--- src/rtl/laserdrop_pkg.sv ---
// Shared constants for the laser receive path: framing sequences, lane ids and
// the default inter-byte gap timeout.
package laserdrop_pkg;

    localparam logic [31:0] START_SEQ = 32'hC1C2_C3C4;
    localparam logic [31:0] STOP_SEQ  = 32'h5152_5354;
    localparam logic [31:0] DATA_SEQ  = 32'hD1D2_D3D4;
    localparam logic [31:0] ACK_SEQ   = 32'hC1C2_C3C5;
    localparam logic [31:0] HS_SIGNAL = 32'h5AA5_5AA5;

    typedef enum logic [1:0] {
        SEQ_START = 2'd0,
        SEQ_STOP  = 2'd1,
        SEQ_DATA  = 2'd2,
        SEQ_ACK   = 2'd3
    } seq_id_t;

    localparam int DEFAULT_GAP_TIMEOUT = 1024;

endpackage

--- src/rtl/seq_match_lane.sv ---
// One detector lane: tracks how many bytes of its sequence have been seen and
// emits a registered one-cycle done pulse on completion.
module seq_match_lane #(
    parameter int SEQ_BYTES = 4,
    parameter int BYTE_W    = 8
) (
    input  logic                          clock,
    input  logic                          reset,
    input  logic                          lane_en,
    input  logic                          accept,
    input  logic                          clear,
    input  logic                          abort,
    input  logic [BYTE_W-1:0]             data_in,
    input  logic [SEQ_BYTES*BYTE_W-1:0]   seq_word,
    output logic                          busy,
    output logic                          hit,
    output logic                          done
);

    localparam int PW = $clog2(SEQ_BYTES + 1);

    logic [PW-1:0]     p_q;
    logic              done_q;
    logic [BYTE_W-1:0] exp_byte;
    logic [BYTE_W-1:0] first_byte;
    logic              match;

    always_comb begin
        exp_byte = '0;
        for (int k = 0; k < SEQ_BYTES; k++) begin
            if (p_q == PW'(k)) exp_byte = seq_word[(SEQ_BYTES-1-k)*BYTE_W +: BYTE_W];
        end
    end

    assign first_byte = seq_word[SEQ_BYTES*BYTE_W-1 -: BYTE_W];
    assign match      = (data_in == exp_byte);
    assign hit        = lane_en && accept && !clear && match && (p_q == PW'(SEQ_BYTES-1));

    always_ff @(posedge clock or negedge reset) begin
        if (!reset) begin
            p_q    <= '0;
            done_q <= 1'b0;
        end else begin
            done_q <= hit;
            if (!lane_en || clear) begin
                p_q <= '0;
            end else if (accept) begin
                // Mismatch restarts on the first byte only; no partial-overlap search.
                if (hit)                          p_q <= '0;
                else if (match)                   p_q <= p_q + PW'(1);
                else if (data_in == first_byte)   p_q <= PW'(1);
                else                              p_q <= '0;
            end else if (abort) begin
                p_q <= '0;
            end
        end
    end

    assign busy = lane_en && (p_q != '0);
    assign done = done_q;

endmodule

--- src/rtl/multi_seq_detector.sv ---
// Multi-lane framing detector: per-sequence lanes plus a shared inter-byte gap
// timer and lowest-index reporting of completed lanes.
module multi_seq_detector
    import laserdrop_pkg::*;
#(
    parameter int NUM_SEQ     = 8,
    parameter int SEQ_BYTES   = 4,
    parameter int BYTE_W      = 8,
    parameter int GAP_TIMEOUT = DEFAULT_GAP_TIMEOUT,
    localparam int IW         = (NUM_SEQ > 1) ? $clog2(NUM_SEQ) : 1
) (
    input  logic                                      clock,
    input  logic                                      reset,
    input  logic                                      en,
    input  logic                                      clear,
    input  logic                                      data_valid,
    input  logic [BYTE_W-1:0]                         data_in,
    input  logic [NUM_SEQ-1:0][SEQ_BYTES*BYTE_W-1:0]  seq,
    input  logic [NUM_SEQ-1:0]                        seq_en,
    output logic [NUM_SEQ-1:0]                        saw_seq,
    output logic                                      saw_any,
    output logic [IW-1:0]                             saw_index,
    output logic                                      in_progress
);

    localparam int TW = (GAP_TIMEOUT == 0) ? 1 : $clog2(GAP_TIMEOUT + 1);

    logic [TW-1:0]      timer_q;
    logic [NUM_SEQ-1:0] busy;
    logic [NUM_SEQ-1:0] hit;
    logic               accept;
    logic               counting;
    logic               timeout;
    logic               any_q;
    logic [IW-1:0]      idx_q;
    logic [IW-1:0]      idx_d;

    assign accept      = data_valid && en && !clear;
    assign in_progress = |busy;
    assign counting    = in_progress && en && !data_valid && !clear;
    assign timeout     = (GAP_TIMEOUT != 0) && counting && (timer_q == TW'(GAP_TIMEOUT - 1));

    for (genvar i = 0; i < NUM_SEQ; i++) begin : g_lane
        seq_match_lane #(
            .SEQ_BYTES (SEQ_BYTES),
            .BYTE_W    (BYTE_W)
        ) u_lane (
            .clock    (clock),
            .reset    (reset),
            .lane_en  (seq_en[i]),
            .accept   (accept),
            .clear    (clear),
            .abort    (timeout),
            .data_in  (data_in),
            .seq_word (seq[i]),
            .busy     (busy[i]),
            .hit      (hit[i]),
            .done     (saw_seq[i])
        );
    end

    always_comb begin
        idx_d = '0;
        for (int i = NUM_SEQ - 1; i >= 0; i--) begin
            if (hit[i]) idx_d = IW'(i);
        end
    end

    // en low freezes the timer along with lane progress.
    always_ff @(posedge clock or negedge reset) begin
        if (!reset) begin
            timer_q <= '0;
        end else if (clear || accept || !in_progress || timeout) begin
            timer_q <= '0;
        end else if (counting && (GAP_TIMEOUT != 0)) begin
            timer_q <= timer_q + TW'(1);
        end
    end

    always_ff @(posedge clock or negedge reset) begin
        if (!reset) begin
            any_q <= 1'b0;
            idx_q <= '0;
        end else begin
            any_q <= |hit;
            idx_q <= idx_d;
        end
    end

    assign saw_any   = any_q;
    assign saw_index = idx_q;

endmodule

--- config.mk ---
export PLATFORM = sky130hd
export DESIGN_NAME = multi_seq_detector
export DESIGN_NICKNAME = d
export VERILOG_FILES = /design/src/rtl/laserdrop_pkg.sv /design/src/rtl/seq_match_lane.sv /design/src/rtl/multi_seq_detector.sv
export SDC_FILE = /design/constraint.sdc
export NUM_CORES = 1
export LEC_CHECK = 0
export CORE_MARGIN = 8
export CORE_UTILIZATION = 42
export CTS_BUF_LIST = sky130_fd_sc_hd__clkbuf_8
export CTS_CLUSTER_SIZE = 12
export DETAILED_ROUTE_END_ITERATION = 10
export PLACE_DENSITY = 0.83
export REMOVE_ABC_BUFFERS = 1
export SYNTH_ARGS = -nofsm -noshare
export SYNTH_HDL_FRONTEND = slang
export SYNTH_SLANG_ARGS = --single-unit
--- constraint.sdc ---
create_clock -name clock -period 5.85 [get_ports clock]
set_input_delay 0.8775 -clock clock [delete_from_list [all_inputs] [get_ports clock]]
set_output_delay 0.8775 -clock clock [all_outputs]
set_load 0.01 [all_outputs]
==> results_dict.tcl, run 1 <==
set metrics [dict create \
    wl_per_cell_um 21.4 \
    drv_slew 0 \
    dp_hpwl_um 24600 \
    htree_levels 2 \
    setup_viol 0 \
    cts_buffer_depth 2 \
    drc 0 \
    drive_gt1_frac 0.0436 \
    tightest_slew_ps 910 \
    clk_pin_slew_ps 100 \
    drv_cap 0 \
    powerDensity_nw_per_um2 99.1 \
    nFillCells 1633 \
    drt_iter0_drc 707 \
    wl_um 31500 \
    synth_top_cell_by_area "dfrtp_1" \
    initial_core_util 0.429 \
    endpoint_kind "flip-flop" \
    cts.repair.resized 0 \
    num_io_pins 290 \
    cts_tree "yes" \
    core_um2 18000 \
    ys.flop_type "dfrtp_1" \
    ys_seq_area_frac 0.153 \
    grt_pass1_wl_um 47900 \
    vias 8954 \
    finalCritPeriodShare 0.663 \
    grt_overflow 0 \
    holdCritPathClass "flip-flop to flip-flop" \
    synth_cell_type_count 85 \
    fmax_mhz 258 \
    viasPerCell 6.10 \
    path_cells "clkdlybuf4s50_1 -> inv_1 -> a22oi_1 -> nand3_1 -> a2111oi_0 -> nand4_1 -> nor2_4 -> nor2_1 -> a211oi_1" \
    clock-root-buffer "clkbuf_8" \
    grt_start_max_net_pins 48 \
    preCtsSetupSlack_ps 1670 \
    numClockSinks 47 \
    cp_num_buf_inv 2 \
    relSlewSlack 0.391 \
    cp_top_family "buffers and inverters" \
    postSynthAreaPerCell_um2 7.61 \
    postCtsSetupBuffers 0 \
    finalPower_mw 1.05 \
    first_global_vias 8950 \
    dpl_cell_area_um2 10500 \
    yosysTopAreaCellShare 0.153 \
    synth-seq-cells 47 \
    die_y_um 151 \
    final_util 0.591 \
    nNetsFinal 1555 \
    cts_buffers 5 \
    rows 49 \
    grt_setup_unrepaired "no" \
    start_kind "primary input" \
    p_leak_nw 3.98 \
    clk_latency_ps 320 \
    portBuffers 289 \
    ctsHoldBuffers 0 \
    die_w_um 151 \
    async_reset_ff_frac 1.00 \
    synthCells 1012 \
    yosysMostFrequentCell "nand2_1" \
    period_needed_ps 3880 \
    yosys_warnings 0 \
    antenna_found_initial 3 \
    synth_area_um2 7700 \
    track_usage 0.264 \
    synthTopCellsByCount "81 x nand2_1, 70 x xnor2_1, 69 x a21oi_1, 49 x inv_1, 49 x nor2b_1" \
    synth_edf_count 0 \
    skew_ps 11.1 \
    setup_tns_ps 0 \
    cp.arrival_ps 4100 \
    slowest_delay_ps 1070 \
    cp.required_ps 6080 \
    dieArea_um2 22900 \
    status "completed" \
    fin_area_um2 10600 \
    drtAntennaViolNets 0 \
    crit_path_top_delay_cell "clkdlybuf4s50_1" \
    final-hold-violation-count 0 \
    crit_fanout 15 \
    syn2layout_area_growth_pct 37.8 \
    crit_type "primary input to flip-flop" \
    synth_area_leaders "dfrtp_1 15%, xnor2_1 8.0%, ha_1 6.7%" \
    timing.final.ws_setup_ps 1970 \
    vdd_drop_max_mv 0.0824 \
    gp_congestion 0.942 \
    drtPass1Iterations 7 \
]
-- worst register-to-register path, delay by kind of cell (launching register included) --
| family | cells | cell delay [ps] |
|---|---|---|
| flops | 1 | 560 |
| buf+inv | 2 | 330 |
| compound gates | 2 | 250 |
| simple gates | 6 | 1480 |
| fa+ha+maj | 1 | 740 |
-- power by group --
group	switching (mW)	total [mW]	leakage [nW]	internal [mW]
sequential	0.000956	0.326	0.657	0.325
clock	0.126	0.254	0.0581	0.128
combinational	0.202	0.471	3.27	0.269
total	0.329	1.05	3.98	0.722
-- layout make-up --
class	instances	area, µm²	area share
multi-input cells	830	5880	0.554
diodes	2	5.00	0.000472
well taps	229	287	0.0270
flip-flops and latches	47	1180	0.111
repair buffers	298	2940	0.277
inverters	55	208	0.0196
clock buffers	5	68.8	0.00649
clock inverters	3	43.8	0.00413
-- sequential cells by signal, summed over array words and instances, names as in the netlist --
signal / flops
timer_q: 11
saw_index: 3
g_lane.u_lane.p_q: 24
g_lane.u_lane.done: 8
saw_any: 1
-- cells in the final DEF (no fill, tap or decap), types with 7 or more instances in the layout --
cell	netlist	layout
mux2_2	11	11
and3_1	14	14
a32o_1	13	13
a2111oi_0	14	14
nand2b_1	14	14
a21oi_1	69	68
xor2_1	19	19
o211ai_1	7	7
ha_1	41	41
nor4_1	19	19
nor2b_1	49	49
a211oi_1	15	15
nand3_1	33	33
buf_4	13	9
nand4_1	27	27
a22oi_1	25	25
nand2_1	81	81
a221oi_1	14	14
dfrtp_1	47	47
clkdlybuf4s50_1	0	285
nor3b_1	8	8
nor3_1	33	33
o21ai_0	45	45
and4_1	8	8
a21boi_0	20	20
nor2_1	18	18
or3_1	8	8
inv_1	49	49
nand3b_1	25	25
mux2i_1	17	17
o22ai_1	10	10
xnor2_1	70	70
-- kinds of logic (layout without fill, tap and decap cells) --
group,count (synthesis),count (layout),synth area share
AO/OA/AOI/OAI,291,291,0.263
multiplexers,28,28,0.0382
flip-flops,47,47,0.153
other,0,2,0
AND/OR/NAND/NOR,381,381,0.294
buffers and inverters,135,361,0.0840
XOR/XNOR,89,89,0.101
adder cells (fa/ha/maj),41,41,0.0666
-- path summary, 6_finish.rpt --
path,from,end,slack [ps],depth (start not counted)
min reg2reg,timer_q[0],timer_q[0],540,2
min in group asynchronous,reset,g_lane[0].u_lane.done,650,2
max,data_in[7],saw_index[1],1970,9
max in group asynchronous,reset,timer_q[1],4750,2
min,timer_q[0],timer_q[0],540,2
max reg2reg,g_lane[1].u_lane.p_q[2],saw_index[2],2390,11
-- per-layer routing --
layer  vias up  track usage  wire (µm)
li1       4227            -          -
met1      4189        0.321      12400
met2       465        0.446      14800
met3        71       0.0598       3220
met4         2        0.101       1040
met5         -            0          9
-- metrics by stage --
stage	hold WS, ps	std cells
2_1_floorplan	483	932
3_3_place_gp	505	1459
3_5_place_dp	519	1459
4_1_cts	541	1467
5_1_grt	577	1469
6_report	542	1469
(Power assumes the default switching activity.)
==> run 2: changes to the inputs <==
Settings changed: PLACE_DENSITY 0.83 to 0.86.
Clock period 5.85 ns to 3.1 ns, I/O delays scaled along.
==> run 2 against run 1 <==
Effect of this change: power is 100% higher; critical path depth is 2 lower; final cell count is 3.5% higher; setup slack worse by 1900 ps; sequential power is 89% higher; die area stayed put; routed wire length is 5.1% higher; register-to-register slack worse by 2300 ps; critical path type is now flip-flop to output pin; largest cell class unchanged; largest power group unchanged.
==> results_dict.tcl, run 2 (synthesized netlist as in run 1, its figures left out) <==
set metrics [dict create \
    dp.cells 1510 \
    cp.required_ps 2630 \
    instances_no_fill 1521 \
    top_register "g_lane.u_lane.p_q" \
    largest_register_ffs 24 \
    p_leak_nw 4.28 \
    numClockSinks 47 \
    antenna_found_initial 2 \
    grt_overflow 0 \
    cts_buffer_depth 2 \
    wl_um 33100 \
    htree_levels 2 \
    timing.final.ws_setup_ps 114 \
    die_y_um 151 \
    grt_start_max_net_pins 48 \
    endpoint_kind "output pin" \
    clock-root-buffer "clkbuf_8" \
    dp_hpwl_um 26800 \
    syn2layout_area_growth_pct 45.7 \
    tightest_slew_ps 1140 \
    final_common_cell "clkdlybuf4s50_1" \
    crit_path_top_delay_cell "or4_4" \
    wl_per_cell_um 21.8 \
    core_um2 18000 \
    finalPower_mw 2.12 \
    vias 9437 \
    cp_num_buf_inv 3 \
    fmax_mhz 335 \
    powerDensity_nw_per_um2 189 \
    worst_hold_slack_ps 366 \
    period_needed_ps 2990 \
    status "completed" \
    preCtsSetupSlack_ps 4.50 \
    viasPerCell 6.20 \
    start_kind "flip-flop" \
    track_usage 0.278 \
    cp.arrival_ps 2520 \
    cp_top_family "buffers and inverters" \
    cts_tree "yes" \
    holdCritPathClass "primary input to asynchronous set/reset pin" \
    relSlewSlack 0.243 \
    ctsHoldBuffers 0 \
    die_w_um 151 \
    combPwrFrac 0.448 \
    nNetsFinal 1608 \
    drive_gt1_frac 0.101 \
    crit_fanout 9 \
    slowest_delay_ps 530 \
    drv_slew 0 \
    crit_type "flip-flop to output pin" \
    clk_pin_slew_ps 100 \
    grt_setup_unrepaired "yes" \
    cpMostUsedCell "inv_1" \
    drtAntennaViolNets 0 \
    dieArea_um2 22900 \
    gp_congestion 0.963 \
    setup_viol 0 \
    drt_iter0_drc 791 \
    final-hold-violation-count 0 \
    rows 49 \
    first_global_vias 9662 \
    finalCritPeriodShare 0.963 \
    cts_buffers 5 \
    intPower_mw 1.48 \
    drv_cap 0 \
    final_cell_mix "285 x clkdlybuf4s50_1, 81 x nand2_1, 70 x xnor2_1" \
    grt_pass1_wl_um 50400 \
    switching_share 0.302 \
    p_seq_frac 0.290 \
    drtPass1Iterations 5 \
    clk_latency_ps 320 \
    p_clk_frac 0.262 \
    portBuffers 289 \
    initial_core_util 0.429 \
    vdd_drop_max_mv 0.175 \
    path_cells "inv_1 -> ha_4 -> a21boi_0 -> or4_4 -> nor2_1 -> inv_1 -> clkdlybuf4s50_1" \
    drc 0 \
    skew_ps 15.8 \
    switching_power_mw 0.640 \
    num_io_pins 290 \
]
run 2: changes by cell type in the layout (fill, tap and decap cells not counted), sizes merged:
cell      previous run  this run
bufinv               1         2
buf                 13        66
clkinvlp             0         1
diode                2         1
clkinv               5         3
run 2: power by group through the flow:
stage	clock network, mW	logic, mW	registers (mW)
4_1_cts	0.559	0.928	0.616
5_1_grt	0.580	1.01	0.616
3_5_place_dp	0	0.923	0.628
6_report	0.555	0.949	0.616
2_1_floorplan	0	0.322	0.628
3_3_place_gp	0	0.912	0.628
run 2: worst paths after layout:
path | from | to | slack [ps] | depth (start not counted)
setup / recovery | g_lane[2].u_lane.p_q[0] | in_progress | 110 | 7
hold / removal | reset | timer_q[5] | 370 | 1
setup reg to reg | g_lane[4].u_lane.p_q[0] | saw_index[1] | 120 | 10
hold reg to reg | timer_q[0] | timer_q[0] | 550 | 2
max in group asynchronous | reset | g_lane[2].u_lane.p_q[0] | 1980 | 1
min in group clock | timer_q[0] | timer_q[0] | 550 | 2
run 2: worst register-to-register path, cell delays in order (launching register included):
cell      delay [ps]
dfrtp_1          440
ha_1             230
ha_1             200
or2_1            380
a211o_1          300
a211oi_1         350
nor3b_1          110
nand4_1          190
inv_1            100
or3_1            350
a211oi_1         230
run 2: final cells by class:
type	instances	area (µm²)
Antenna cell	1	2.50
Clock buffer	5	68.8
Clock inverter	3	67.6
Fill cell	1572	6750
Inverter	55	208
Multi-Input combinational cell	830	6020
Sequential cell	47	1180
Tap cell	229	287
Timing Repair Buffer	351	3390
run 2: timing repair:
item                       4_1_cts  5_1_grt
resized for setup                4       31
setup endpoints to repair        1       16
buffers inserted                 0        2
pin swaps                        0        6
hold endpoints to repair         0        0
run 2: per-stage QoR:
step                area (µm²)  utilization  TNS (ps)
finish                   11200        0.624         0
detailed placement       10900        0.608         0
CTS                      11100        0.616         0
floorplan                 7260            -         0
global placement         10900        0.608         0
global route             11200        0.624     -20.5
run 2: routing by layer:
metal  vias up  global-route usage  wire [µm]  part of all wire
met4         2               0.124       1290             0.039
met2       550               0.478      16000              0.48
met5         -                   0         15           0.00045
met3        99              0.0556       3330              0.10
li1       4328                   -          -                 -
met1      4458               0.327      12500              0.38
==> run 3: changes to the inputs <==
Settings changed: PLACE_DENSITY 0.86 to 0.9.
==> run 3 against run 2 <==
Effect of this change: combinational power is 0.6% lower; largest power group unchanged; die area stayed put; first-iteration DRC count is 5.7% lower; critical endpoint is now saw_index[2]; non-clock buffer count is 6 lower; fmax is 1.3% lower; sequential share of layout area is 0.14 points higher; routed wire length is 2.4% higher.
==> results_dict.tcl, run 3 (synthesized netlist as in run 1, its figures left out) <==
set metrics [dict create \
    status "completed" \
    dieArea_um2 22900 \
    grt_pass1_wl_um 50500 \
    grt_overflow 0 \
    core_um2 18000 \
    switching_power_mw 0.661 \
    initial_core_util 0.429 \
    first_global_vias 9335 \
    portBuffers 289 \
    drc 0 \
    grt_setup_unrepaired "yes" \
    skew_ps 5.90 \
    period_needed_ps 3030 \
    setup_viol 0 \
    final_util 0.618 \
    drive_gt1_frac 0.0996 \
    preCtsSetupSlack_ps 0.201 \
    final_common_cell "clkdlybuf4s50_1" \
    p_leak_nw 4.23 \
    cts_buffer_depth 2 \
    wl_per_cell_um 22.4 \
    combPwrFrac 0.460 \
    rows 49 \
    cts_buffers 5 \
    numClockSinks 47 \
    slowest_delay_ps 560 \
    vdd_drop_max_mv 0.149 \
    clock-root-buffer "clkbuf_8" \
    fmax_mhz 330 \
    intPower_mw 1.39 \
    tightest_slew_ps 782 \
    syn2layout_area_growth_pct 44.1 \
    cts_tree "yes" \
    ctsHoldBuffers 0 \
    gp_congestion 0.942 \
    final-hold-violation-count 0 \
    dp_hpwl_um 26700 \
    num_io_pins 290 \
    cp.arrival_ps 3240 \
    wl_um 33900 \
    htree_levels 2 \
    drtAntennaViolNets 0 \
    crit_type "flip-flop to flip-flop" \
    p_clk_frac 0.240 \
    nNetsFinal 1602 \
    timing.final.ws_setup_ps 73.8 \
    die_w_um 151 \
    endpoint_kind "flip-flop" \
    clk_latency_ps 320 \
    drv_slew 0 \
    path_cells "inv_2 -> ha_4 -> buf_4 -> a21oi_1 -> a2111oi_1 -> nor3_2 -> a2111oi_1 -> and4b_2 -> nand4_1 -> clkinv_2 -> nor4_4 -> and2_1" \
    grt_start_max_net_pins 32 \
    top_register "g_lane.u_lane.p_q" \
    largest_register_ffs 24 \
    cpMostUsedCell "a2111oi_1" \
    final_cell_mix "282 x clkdlybuf4s50_1, 81 x nand2_1, 70 x xnor2_1" \
    die_y_um 151 \
    switching_share 0.322 \
    relSlewSlack 0.479 \
    finalCritPeriodShare 0.976 \
    antenna_found_initial 1 \
    drtPass1Iterations 5 \
    cp.required_ps 3320 \
    vias 9334 \
    drv_cap 0 \
    crit_fanout 7 \
    crit_path_top_delay_cell "a2111oi_1" \
    viasPerCell 6.16 \
    worst_hold_slack_ps 223 \
    track_usage 0.280 \
    start_kind "flip-flop" \
    p_seq_frac 0.300 \
    holdCritPathClass "primary input to asynchronous set/reset pin" \
    drt_iter0_drc 746 \
    powerDensity_nw_per_um2 185 \
    clk_pin_slew_ps 100 \
]
## run 3: cell count changes in the layout (fill, tap and decap cells not counted), moves of 2 or more
cell / previous run / this run
ha_1: 34 / 31
clkdlybuf4s50_1: 285 / 282
a2111oi_0: 6 / 10
inv_2: 3 / 5
buf_2: 4 / 7
nor4b_1: 3 / 5
dfrtp_1: 46 / 44
a2111oi_1: 6 / 4
buf_4: 58 / 52
inv_1: 49 / 47
dfrtp_2: 1 / 3
nor4b_2: 4 / 2
ha_2: 5 / 7
## run 3: what timing repair did
action                                  4_1_cts  5_1_grt
hold endpoints to repair                      0        0
resized for setup                             5       28
endpoints found under the setup margin        2       17
pin swaps                                     0        5
buffers inserted                              0        4
## run 3: worst paths after layout
check / end / slack (ps) / cells past startpoint / start
setup / recovery: saw_index[2] / 70 / 12 / g_lane[1].u_lane.p_q[0]
hold / removal: g_lane[7].u_lane.done / 220 / 1 / reset
setup reg to reg: saw_index[2] / 70 / 12 / g_lane[1].u_lane.p_q[0]
hold reg to reg: timer_q[1] / 560 / 2 / timer_q[1]
max in group asynchronous: g_lane[1].u_lane.p_q[1] / 2130 / 2 / reset
min in group clock: timer_q[1] / 560 / 2 / timer_q[1]
## run 3: power by group through the flow
stage	sequential, mW	combinational [mW]	clock (mW)
after detailed placement	0.628	0.919	0
after CTS	0.616	0.925	0.500
final	0.616	0.943	0.493
after global routing	0.616	1.00	0.530
after global placement	0.628	0.908	0
after floorplan	0.628	0.322	0
## run 3: critical path: cells and delay by family (launching register included)
family	cells	cell delay, ps
simple gates	5	860
fa+ha+maj	1	200
compound gates	3	970
flops	1	460
buf+inv	3	430
## run 3: stage by stage
stage / total power [mW] / setup TNS [ps] / area, µm² / std cells
after floorplan: 0.950 / 0 / 7260 / 932
after global placement: 1.54 / 0 / 10800 / 1502
after detailed placement: 1.55 / 0 / 10800 / 1502
after CTS: 2.04 / 0 / 11000 / 1510
after global routing: 2.15 / -151 / 11100 / 1515
final: 2.05 / 0 / 11100 / 1515
## run 3: cell type report
cell class	instances	area [µm²]
diodes	1	2.50
clock inverters	3	43.8
clock buffers	5	68.8
repair buffers	345	3330
well taps	229	287
multi-input cells	830	5980
flip-flops and latches	47	1180
fillers	1585	6870
inverters	55	208
## run 3: layer usage
layer	GRT usage	share of wire	vias up	wire (µm)
met5	0	0	-	0
met4	0.117	0.043	0	1470
met3	0.0472	0.099	111	3360
met2	0.480	0.47	533	15900
met1	0.339	0.39	4377	13200
li1	-	-	4313	-
